<file path="config.mk">
export PLATFORM = sky130hd
export DESIGN_NAME = video_pattern_sequencer
export DESIGN_NICKNAME = d
export VERILOG_FILES = /design/src/rtl/video_pattern_sequencer.sv
export SDC_FILE = /design/constraint.sdc
export NUM_CORES = 1
export LEC_CHECK = 0
export BUFFER_PORTS_ARGS = -buffer_cell sky130_fd_sc_hd__buf_2
export CORE_MARGIN = 3
export CORE_UTILIZATION = 43
export DETAILED_ROUTE_END_ITERATION = 8
export MAX_ROUTING_LAYER = met4
export PLACE_DENSITY = 0.72
export SLEW_MARGIN = 20
export SYNTH_ARGS = -nofsm -noshare
export SYNTH_HDL_FRONTEND = slang
export SYNTH_SLANG_ARGS = --single-unit
</file>
<file path="constraint.sdc">
create_clock -name clk -period 1.73 [get_ports clk]
set_input_delay 0.346 -clock clk [delete_from_list [all_inputs] [get_ports clk]]
set_output_delay 0.346 -clock clk [all_outputs]
set_load 0.01 [all_outputs]
</file>
<file path="src/rtl/video_pattern_sequencer.sv">
// ---------------------------------------------------------------------------
// video_pattern_sequencer
//
// Selects one of five test patterns and drives the RGB guns for a small video
// sync generator. Two push buttons (next pattern, toggle auto/manual) are
// synchronized and debounced. Their press events are held pending and applied
// only at a frame boundary (the rising edge of vsync), so a frame never mixes
// two patterns. In auto mode the pattern advances every AUTO_FRAMES frames. A
// heartbeat LED toggles every 30 frames.
//
// Ports
//   clk          pixel clock; the only clock in the block
//   reset        asynchronous, active-low reset
//   hpos, vpos   beam position from the sync generator (9 bits each)
//   display_on   high inside the visible region
//   vsync        active-high vertical sync, sampled as data
//   btn_next     asynchronous "next pattern" button, active-high
//   btn_mode     asynchronous "toggle auto/manual" button, active-high
//   rgb          registered {r,g,b}, one cycle after the beam inputs
//   pattern_sel  current pattern index, 0..4
//   auto_mode    high while patterns cycle automatically
//   frame_led    heartbeat LED
// ---------------------------------------------------------------------------
module video_pattern_sequencer #(
    parameter int DEBOUNCE_CYCLES = 60000,
    parameter int AUTO_FRAMES     = 120
) (
    input  logic       clk,
    input  logic       reset,
    input  logic [8:0] hpos,
    input  logic [8:0] vpos,
    input  logic       display_on,
    input  logic       vsync,
    input  logic       btn_next,
    input  logic       btn_mode,
    output logic [2:0] rgb,
    output logic [2:0] pattern_sel,
    output logic       auto_mode,
    output logic       frame_led
);

    localparam int CNT_W = (DEBOUNCE_CYCLES > 1) ? $clog2(DEBOUNCE_CYCLES) : 1;
    localparam logic [CNT_W-1:0] CNT_LAST   = CNT_W'(DEBOUNCE_CYCLES - 1);
    localparam logic [7:0]       FRAME_LAST = 8'(AUTO_FRAMES - 1);
    localparam logic [4:0]       LED_LAST   = 5'd29;

    // Index 0 is btn_next, index 1 is btn_mode.
    logic [1:0]       btn_p0;
    logic [1:0]       btn_p1;
    logic [1:0]       btn_lvl;
    logic [CNT_W-1:0] deb_cnt [2];
    logic [1:0]       press;

    logic       vsync_p0;
    logic       vsync_p1;
    logic       boundary;
    logic       advance;
    logic       pend_next;
    logic       pend_mode;
    logic [7:0] frame_cnt;
    logic [4:0] led_cnt;

    // Only the low bits of the beam position select bars, grid and checks.
    logic unused_pos;
    assign unused_pos = ^{hpos[8], vpos[8:6]};

    function automatic logic [2:0] pattern_rgb(input logic [2:0] sel,
                                               input logic [7:0] h,
                                               input logic [5:0] v);
        logic [2:0] c;
        c = 3'b000;
        case (sel)
            3'd0: c = {~h[6], ~h[7], ~h[5]};
            3'd1: c = 3'b111;
            3'd2: c = ((h[4:0] == 5'd0) || (v[4:0] == 5'd0)) ? 3'b111 : 3'b000;
            3'd3: c = {3{h[5] ^ v[5]}};
            default: c = 3'b000;
        endcase
        return c;
    endfunction

    always_comb begin
        press = 2'b00;
        for (int i = 0; i < 2; i++) begin
            // The accepting cycle of a 0->1 level change is the press event.
            press[i] = btn_p1[i] && !btn_lvl[i] && (deb_cnt[i] == CNT_LAST);
        end
        boundary = vsync_p0 && !vsync_p1;
        advance  = pend_next || (auto_mode && (frame_cnt == FRAME_LAST));
    end

    // Stage p0/p1: two-flop synchronizer, then debounce on the p1 level.
    always_ff @(posedge clk or negedge reset) begin
        if (!reset) begin
            btn_p0  <= 2'b00;
            btn_p1  <= 2'b00;
            btn_lvl <= 2'b00;
            for (int i = 0; i < 2; i++) begin
                deb_cnt[i] <= '0;
            end
        end else begin
            btn_p0 <= {btn_mode, btn_next};
            btn_p1 <= btn_p0;
            for (int i = 0; i < 2; i++) begin
                if (btn_p1[i] == btn_lvl[i]) begin
                    deb_cnt[i] <= '0;
                end else if (deb_cnt[i] == CNT_LAST) begin
                    btn_lvl[i] <= btn_p1[i];
                    deb_cnt[i] <= '0;
                end else begin
                    deb_cnt[i] <= deb_cnt[i] + 1'b1;
                end
            end
        end
    end

    // Stage p0/p1: vsync history for rising-edge detection.
    always_ff @(posedge clk or negedge reset) begin
        if (!reset) begin
            vsync_p0 <= 1'b0;
            vsync_p1 <= 1'b0;
        end else begin
            vsync_p0 <= vsync;
            vsync_p1 <= vsync_p0;
        end
    end

    // Frame-boundary control. A press arriving on the boundary cycle itself
    // becomes the new pending flag rather than being cleared with the old one.
    always_ff @(posedge clk or negedge reset) begin
        if (!reset) begin
            pattern_sel <= 3'd0;
            auto_mode   <= 1'b0;
            frame_led   <= 1'b0;
            pend_next   <= 1'b0;
            pend_mode   <= 1'b0;
            frame_cnt   <= 8'd0;
            led_cnt     <= 5'd0;
        end else if (boundary) begin
            if (advance) begin
                pattern_sel <= (pattern_sel == 3'd4) ? 3'd0 : pattern_sel + 3'd1;
            end
            auto_mode <= auto_mode ^ pend_mode;
            if (pend_mode || advance || !auto_mode) begin
                frame_cnt <= 8'd0;
            end else begin
                frame_cnt <= frame_cnt + 8'd1;
            end
            pend_next <= press[0];
            pend_mode <= press[1];
            if (led_cnt == LED_LAST) begin
                led_cnt   <= 5'd0;
                frame_led <= ~frame_led;
            end else begin
                led_cnt <= led_cnt + 5'd1;
            end
        end else begin
            pend_next <= pend_next | press[0];
            pend_mode <= pend_mode | press[1];
        end
    end

    // Stage p0: registered gun drive, blanked outside the visible region.
    always_ff @(posedge clk or negedge reset) begin
        if (!reset) begin
            rgb <= 3'b000;
        end else begin
            rgb <= display_on ? pattern_rgb(pattern_sel, hpos[7:0], vpos[5:0]) : 3'b000;
        end
    end

endmodule

</file>
==> results of run 1 <==
==> stage by stage <==
step,total power [mW],hold slack [ns],util,setup slack [ns]
after CTS,3.33,0.0114,0.527,0.0587
final,3.27,-0.000849,0.529,0.0942
after global routing,3.42,0.0206,0.529,0.000307
after detailed placement,1.85,0.335,0.493,0.0853
after floorplan,1.74,0.0504,-,0.159
after global placement,1.84,0.333,0.493,0.130
==> power by group through the flow <==
| stage | clock, mW | combinational [mW] | sequential, mW |
|---|---|---|---|
| 6_report | 1.45 | 0.208 | 1.61 |
| 5_1_grt | 1.55 | 0.245 | 1.63 |
| 4_1_cts | 1.50 | 0.214 | 1.61 |
| 3_5_place_dp | 0 | 0.215 | 1.64 |
| 3_3_place_gp | 0 | 0.204 | 1.63 |
| 2_1_floorplan | 0 | 0.118 | 1.62 |
==> registers in the layout, indices dropped and copies added, names as in the netlist <==
signal       count
btn_p0           2
pend_mode        1
btn_lvl          2
btn_p1           2
pend_next        1
rgb              3
pattern_sel      3
vsync_p0         1
deb_cnt         32
led_cnt          5
auto_mode        1
frame_cnt        8
vsync_p1         1
frame_led        1
==> synthesized netlist by cell type <==
cell | instances | area share
nor2b_1 | 1 | 0.0020
o22ai_1 | 3 | 0.0061
nand3_1 | 11 | 0.018
o21ai_0 | 17 | 0.028
ha_1 | 12 | 0.049
dfrtp_1 | 63 | 0.51
and3_1 | 2 | 0.0041
xor2_1 | 15 | 0.043
or4_1 | 1 | 0.0024
nor3_1 | 7 | 0.011
and4_2 | 1 | 0.0032
nor3b_1 | 1 | 0.0024
buf_2 | 6 | 0.0097
or3_4 | 2 | 0.0073
and4_1 | 2 | 0.0057
a21o_1 | 1 | 0.0024
nand4_1 | 19 | 0.039
mux2_2 | 2 | 0.0073
and3b_1 | 1 | 0.0028
clkbuf_1 | 3 | 0.0037
nor2_1 | 40 | 0.049
a32o_1 | 1 | 0.0032
o32ai_1 | 1 | 0.0028
a31oi_1 | 4 | 0.0081
nand2_1 | 25 | 0.030
nor4bb_1 | 4 | 0.013
nand2b_1 | 4 | 0.0081
or2_1 | 2 | 0.0041
inv_1 | 18 | 0.022
and4b_1 | 1 | 0.0032
a21oi_1 | 7 | 0.011
xnor2_1 | 18 | 0.051
nor4_1 | 7 | 0.014
nand3_2 | 2 | 0.0065
or3_1 | 6 | 0.012
a31o_2 | 1 | 0.0028
==> cell type report <==
type / instances / area share
well taps: 96 / 0.0330
multi-input cells: 221 / 0.389
repair buffers: 36 / 0.0626
flip-flops and latches: 63 / 0.434
inverters: 18 / 0.0186
clock inverters: 5 / 0.0220
clock buffers: 11 / 0.0416
==> placed cells by master (no fill, tap or decap), types with 2 or more instances in the layout <==
cell and instances:
and4_1 2, and3_1 2, bufinv_16 2, buf_4 7, nor4_1 7, or3_4 2, clkbuf_8 11, buf_12 2
clkinvlp_4 2, a21oi_1 7, nor2_1 40, nor3_1 7, xor2_1 15, nand2_1 25, a31oi_1 4, nand2b_1 4
o21ai_0 17, ha_1 11, buf_2 27, or2_1 2, o22ai_1 3, dfrtp_1 63, nand3_1 11, mux2_2 2
or3_1 6, xnor2_1 18, nand3_2 2, inv_1 18, nor4bb_1 3, nand4_1 19
==> metal layers <==
layer,part of all wire,vias to the layer above,GRT usage
li1,-,1160,-
met2,0.45,52,0.233
met5,0,-,-
met4,0.012,0,0.0599
met1,0.48,1083,0.178
met3,0.054,7,0.0583
==> kinds of logic (layout without fill, tap and decap cells) <==
| logic type | count (synthesis) | in the layout | synth area share |
|---|---|---|---|
| multiplexers | 2 | 2 | 0.00731 |
| buffers and inverters | 27 | 70 | 0.0353 |
| flip-flops | 63 | 63 | 0.512 |
| AO/OA/AOI/OAI | 35 | 35 | 0.0646 |
| adder cells (fa/ha/maj) | 12 | 12 | 0.0487 |
| XOR/XNOR | 33 | 33 | 0.0938 |
| AND/OR/NAND/NOR | 139 | 139 | 0.238 |
==> worst paths after layout <==
path | end | startpoint
worst min-delay path | led_cnt[4] | reset
worst max-delay path | btn_lvl[1] | deb_cnt[0]
min in group clk | btn_p0[0] | btn_next
worst max register to register | btn_lvl[1] | deb_cnt[0]
max in group asynchronous | deb_cnt[0] | reset
worst min register to register | btn_p1[0] | btn_p0[0]
==> what timing repair did <==
action                     4_1_cts  5_1_grt
gates resized for setup          0        3
setup endpoints to repair        0        4
buffers inserted                 0        0
==> worst max-delay path, stage by stage, from the launching register on <==
cell     delay [ns]
dfrtp_1        0.41
ha_1           0.19
and4_2         0.27
nand4_1        0.18
nor2_1         0.15
mux2_2         0.34
==> impl_metrics.yaml, run 1 <==
sta:
  hold_viol_final: 2
  slew_headroom: 0.775
  tightestPinTransition_ns: 0.337
  fin_crit_ns: 1.64
  max_freq_ghz: 0.611
  rsz0062_at_grt: "no"
  setup_tns_ns: 0
  skew_ns: 0.00539
  slew_violations: 0
  final_min_period_over_clock_period: 0.946
  timing.hold.ws_ns: -0.000849
  finalSetupViolCount: 0
drt:
  vias_per_cell: 5.12
  wirelength_mm: 5.52
  vias: 2302
  drc: 0
  drtAntennaViolNets: 0
  drt-initial-drc-count: 146
  wl_per_cell_um: 12.3
  dr.pass1.iters: 4
clocking:
  clk_latency_ns: 0.33
  clk_pin_slew_ns: 0.07
  cts_buffers: 9
  postCtsHoldBufs: 0
  htreeDepth: 3
  root_buffer: "clkbuf_8"
  cts.sink_count: 63
  cts_tree: "done"
  cts_buffer_depth: 2
setup_path:
  worst_setup_path_start_kind: "flop"
  arrival_ns: 1.86
  critPathRequiredTime_ns: 1.95
  crit_type: "flop to flop"
  crit_path_max_fanout: 5
  r2r_slack_ns: 0.09
  rr_worst_depth: 5
  crit_path_end_kind: "flop"
placed_design:
  place_inst: 434
  place.gp.congestion: 0.830
  io_buffer_count: 27
  dp_hpwl_mm: 3.80
  post_dp_cell_area_um2: 3390
die:
  core_area_um2: 6870
  io_pins: 32
  die_height_um: 90.6
  dieArea_um2: 8220
  initial_core_util: 0.448
  row_count: 30
  dieWidth_um: 90.6
global_route:
  grt_pass1_wl_mm: 9.80
  antenna_found_initial: 0
  grt_pass1_vias: 2238
  grt-ovfl-total: 0
  track_usage: 0.151
  grt_max_degree: 64
cells_and_area:
  fin_nets: 385
  instances_no_fill: 450
  area_growth_pct: 18.0
  antenna_cells: 0
  final_area_um2: 3640
  regArea_um2: 1580
  multi_input_area_um2: 1410
  fillers: 609
  final_layout_size_suffix_gt1_frac: 0.175
pwr:
  pwr-share-comb: 0.064
  intPower_mw: 2.52
  powerDensity_nw_per_um2: 899
  pwr-share-seq: 0.494
  p_leak_nw: 1.58
  pwr-share-clk: 0.443
  power.switching_mw: 0.750
  ir_drop_mv: 0.503
  swShare: 0.230
synth:
  ys_ff_latch: 63
  netlist_area_um2: 3080
  synthCells: 311
  avgSynthCellArea_um2: 9.90
  ys_types: 36
  ys_warn_count: 0
  syn_nets: 347
  ys_seq_area_frac: 0.512
worst_hold_path:
  hold_class: "input pin to asynchronous set/reset pin"
job:
  drv_cap: 0
run_status:
  status: "finished with violations"
  violations: "negative hold slack"
Power figures use the tool's default switching activity.
==> run 2, diff against run 1 <==
--- a/config.mk
+++ b/config.mk
@@ -9,9 +9,9 @@
 export CORE_MARGIN = 3
 export CORE_UTILIZATION = 43
 export DETAILED_ROUTE_END_ITERATION = 8
-export MAX_ROUTING_LAYER = met4
 export PLACE_DENSITY = 0.72
 export SLEW_MARGIN = 20
 export SYNTH_ARGS = -nofsm -noshare
 export SYNTH_HDL_FRONTEND = slang
 export SYNTH_SLANG_ARGS = --single-unit
+export TNS_END_PERCENT = 10
==> impl_metrics.yaml, run 2 (synthesis results as in run 1) <==
drt:
  drc: 0
  wl_per_cell_um: 12.3
  wirelength_mm: 5.52
  vias_per_cell: 5.10
  drt-initial-drc-count: 149
  vias: 2296
  drtAntennaViolNets: 0
  dr.pass1.iters: 4
placed_design:
  dp_hpwl_mm: 3.80
  place.gp.congestion: 0.818
  io_buffer_count: 27
  place_inst: 434
clocking:
  htreeDepth: 3
  clk_latency_ns: 0.34
  cts_tree: "done"
  cts.sink_count: 63
  root_buffer: "clkbuf_8"
  cts_buffer_depth: 2
  clk_pin_slew_ns: 0.07
  post_cts_resized: 0
  postCtsHoldBufs: 0
  cts_buffers: 9
  cts_setup_buffers: 0
pwr:
  pwr-share-seq: 0.494
  ir_drop_mv: 0.503
  pwr-share-comb: 0.064
  p_leak_nw: 1.58
  powerDensity_nw_per_um2: 899
  intPower_mw: 2.52
  pwr-share-clk: 0.443
  power.switching_mw: 0.752
  swShare: 0.230
setup_path:
  critical_path.max_stage_delay_ns: 0.41
  critical_path.cell_chain: "ha_1 -> and4_2 -> nand4_1 -> nor2_1 -> mux2_2"
  crit_type: "flop to flop"
  crit_path_max_fanout: 5
  worst_setup_path_start_kind: "flop"
  crit_slowest_cell: "dfrtp_1"
  critPathRequiredTime_ns: 1.96
  arrival_ns: 1.86
  crit_path_end_kind: "flop"
  r2r_slack_ns: 0.09
global_route:
  grt_pass1_wl_mm: 9.80
  track_usage: 0.147
  grt-ovfl-total: 0
  grt_max_degree: 64
  antenna_found_initial: 0
  grt_pass1_vias: 2240
sta:
  skew_ns: 0.00504
  finalSetupViolCount: 0
  setup_tns_ns: 0
  rsz0062_at_grt: "no"
  tightestPinTransition_ns: 0.321
  slew_headroom: 0.784
  max_freq_ghz: 0.611
  fin_crit_ns: 1.64
  hold_viol_final: 0
  final_min_period_over_clock_period: 0.947
  slew_violations: 0
die:
  initial_core_util: 0.448
  die_height_um: 90.6
  core_area_um2: 6870
  dieWidth_um: 90.6
  dieArea_um2: 8220
  row_count: 30
  io_pins: 32
worst_hold_path:
  hold_class: "input pin to asynchronous set/reset pin"
cells_and_area:
  final_cell_mix: "dfrtp_1 (63), nor2_1 (40), buf_2 (27), nand2_1 (25), nand4_1 (19)"
  largest_register: "deb_cnt"
  layout_commonest_cell: "dfrtp_1"
  largest_register_ffs: 32
  fin_nets: 385
  area_growth_pct: 18.0
  final_layout_size_suffix_gt1_frac: 0.175
  antenna_cells: 0
  reg.largest.list: "deb_cnt x32, frame_cnt x8, led_cnt x5"
  instances_no_fill: 450
run_status:
  status: "complete, no violations"
job:
  drv_cap: 0
==> run 2: cell type report <==
cell class	count	area [µm²]
clock buffer	11	151
clock inverter	5	80.1
fill	609	3230
inverter	18	67.6
multi-input combinational	221	1410
sequential	63	1580
tap	96	120
timing repair buffer	36	228
==> run 2: metrics by stage <==
step	setup WS, ns	instance area [µm²]	power (mW)	utilization	hold slack [ns]
after floorplan	0.159	3080	1.74	-	0.0504
after global placement	0.130	3390	1.84	0.493	0.333
after detailed placement	0.0853	3390	1.85	0.493	0.335
after CTS	0.0587	3620	3.33	0.527	0.0114
after global routing	0.000307	3640	3.42	0.529	0.0206
final	0.0921	3640	3.27	0.529	0.00398
==> run 2: worst max-delay path: cells and delay by family (launching register included) <==
family,cells,cell delay (ns)
simple gates,3,0.60
flops,1,0.41
mux,1,0.34
fa+ha+maj,1,0.19
==> run 2: power by group through the flow <==
| stage | Clock [mW] | Sequential (mW) | Combinational (mW) |
|---|---|---|---|
| after floorplan | 0 | 1.62 | 0.118 |
| after global placement | 0 | 1.63 | 0.204 |
| after detailed placement | 0 | 1.64 | 0.215 |
| after CTS | 1.50 | 1.61 | 0.214 |
| after global routing | 1.55 | 1.63 | 0.245 |
| final | 1.45 | 1.61 | 0.208 |
==> run 2: path summary, 6_finish.rpt <==
path / cells after the start / endpoint / start
min in group clk: 1 / btn_p0[0] / btn_next
hold / removal: 2 / led_cnt[4] / reset
setup reg to reg: 5 / btn_lvl[1] / deb_cnt[0]
hold reg to reg: 0 / btn_p1[0] / btn_p0[0]
setup / recovery: 5 / btn_lvl[1] / deb_cnt[0]
max in group asynchronous: 2 / deb_cnt[0] / reset
==> run 2: routing by layer <==
layer | GRT usage | wire, µm | up-vias
met5 | 0 | 0 | -
met4 | 0.0599 | 92 | 0
met3 | 0.0583 | 291 | 8
met2 | 0.233 | 2500 | 49
met1 | 0.178 | 2630 | 1079
li1 | - | - | 1160
==> run 3, diff against run 2 <==
==> constraint.sdc (replaced) <==
create_clock -name clk -period 1.73 [get_ports clk]
set_input_delay 0.2595 -clock clk [delete_from_list [all_inputs] [get_ports clk]]
set_output_delay 0.2595 -clock clk [all_outputs]
set_load 0.01 [all_outputs]
==> impl_metrics.yaml, run 3 (synthesis results as in run 1) <==
run_status:
  status: "complete, no violations"
clocking:
  clk_pin_slew_ns: 0.07
  clk_latency_ns: 0.33
  cts_tree: "done"
  cts_buffer_depth: 2
  cts.sink_count: 63
  root_buffer: "clkbuf_8"
  cts_buffers: 9
  htreeDepth: 3
sta:
  max_freq_ghz: 0.616
  fin_crit_ns: 1.62
  slew_violations: 0
  hold_viol_final: 0
  skew_ns: 0.00641
  final_min_period_over_clock_period: 0.938
  tightestPinTransition_ns: 0.364
  finalSetupViolCount: 0
  slew_headroom: 0.755
drt:
  drc: 0
  wl_per_cell_um: 12.6
  wirelength_mm: 5.68
  dr.pass1.iters: 4
  vias_per_cell: 5.19
  drtAntennaViolNets: 0
  vias: 2337
  drt-initial-drc-count: 127
setup_path:
  worst_setup_path_start_kind: "flop"
  crit_type: "flop to flop"
  crit_start: "deb_cnt[7]"
  arrival_ns: 1.84
  reg2reg_from: "deb_cnt[7]"
  crit_path_max_fanout: 6
  critPathRequiredTime_ns: 1.95
  crit_path_end_kind: "flop"
cells_and_area:
  regArea_um2: 1580
  reg.largest.list: "deb_cnt x32, frame_cnt x8, led_cnt x5"
  utilization: 0.528
  largest_register_ffs: 32
  final_cell_mix: "dfrtp_1 (63), nor2_1 (40), buf_2 (27), nand2_1 (25), nand4_1 (19)"
  fillers: 605
  fin_nets: 387
  final_layout_size_suffix_gt1_frac: 0.169
  area_growth_pct: 17.8
  largest_register: "deb_cnt"
  layout_commonest_cell: "dfrtp_1"
  multi_input_area_um2: 1400
  antenna_cells: 0
die:
  dieArea_um2: 8220
  dieWidth_um: 90.6
  io_pins: 32
  initial_core_util: 0.448
  die_height_um: 90.6
  core_area_um2: 6870
  row_count: 30
placed_design:
  io_buffer_count: 27
  place.gp.congestion: 0.807
  dp_hpwl_mm: 3.85
pwr:
  p_total_mw: 3.23
  powerDensity_nw_per_um2: 891
  p_leak_nw: 1.59
  ir_drop_mv: 0.465
job:
  drv_cap: 0
global_route:
  grt-ovfl-total: 0
  antenna_found_initial: 0
  grt_max_degree: 64
  grt_pass1_wl_mm: 10.1
  track_usage: 0.149
  grt_pass1_vias: 2287
worst_hold_path:
  hold_class: "input pin to flop"
  worstHoldStart: "btn_next"
run 3: changes by cell type in the layout (fill, tap and decap cells not counted):
cell           change
ha_1               +1
dlygate4sd3_1      +1
ha_2               -1
nor4bb_2           +1
buf_4              +1
nor4bb_4           -1
clkinvlp_4         -1
clkinv_2           -1
run 3: worst paths after layout:
path | slack (ns) | to | cells past startpoint
hold reg to reg | 0.35 | btn_p1[1] | 0
setup reg to reg | 0.11 | btn_lvl[1] | 4
max in group asynchronous | 1.00 | btn_lvl[0] | 3
setup / recovery | 0.11 | btn_lvl[1] | 4
min in group asynchronous | 0.47 | led_cnt[3] | 3
hold / removal | 0.03 | btn_p0[0] | 1
run 3: where the power goes:
group | internal, mW | switching, mW
Combinational | 0.0938 | 0.120
Clock | 0.874 | 0.534
Sequential | 1.54 | 0.0716
run 3: critical path: stages (launching register included):
cell      delay [ns]
dfrtp_1         0.46
nor4bb_2        0.35
nand4_1         0.21
nor2_1          0.15
mux2_2          0.34
run 3: what timing repair did:
| item | CTS | global route |
|---|---|---|
| setup endpoints to repair | 0 | 1 |
| buffers inserted | 0 | 1 |
| hold buffers | 1 | 0 |
| hold endpoints to repair | 63 | 0 |
| resized for setup | 0 | 1 |
run 3: final cells by class:
| cell class | count | share of cell area |
|---|---|---|
| Sequential cell | 63 | 0.434 |
| Timing Repair Buffer | 38 | 0.0676 |
| Multi-Input combinational cell | 221 | 0.386 |
| Inverter | 18 | 0.0186 |
| Clock buffer | 11 | 0.0417 |
| Clock inverter | 3 | 0.0186 |
| Tap cell | 96 | 0.0331 |
run 3: stage by stage:
| step | hold slack, ns | cells | TNS (ns) | area (µm²) | worst slack, ns |
|---|---|---|---|---|---|
| floorplan | -0.0361 | 311 | 0 | 3080 | 0.159 |
| global placement | 0.297 | 434 | 0 | 3390 | 0.125 |
| detailed placement | 0.299 | 434 | 0 | 3390 | 0.0926 |
| CTS | 0.00576 | 449 | 0 | 3620 | 0.0898 |
| global route | 0.00759 | 450 | -0.00850 | 3630 | -0.00850 |
| finish | 0.0290 | 450 | 0 | 3630 | 0.108 |
run 3: routing by layer:
metal | track usage | vias up | part of all wire
li1 | - | 1159 | -
met1 | 0.181 | 1119 | 0.47
met2 | 0.245 | 52 | 0.47
met3 | 0.0500 | 7 | 0.049
met4 | 0.0599 | 0 | 0.010
met5 | 0 | - | 0
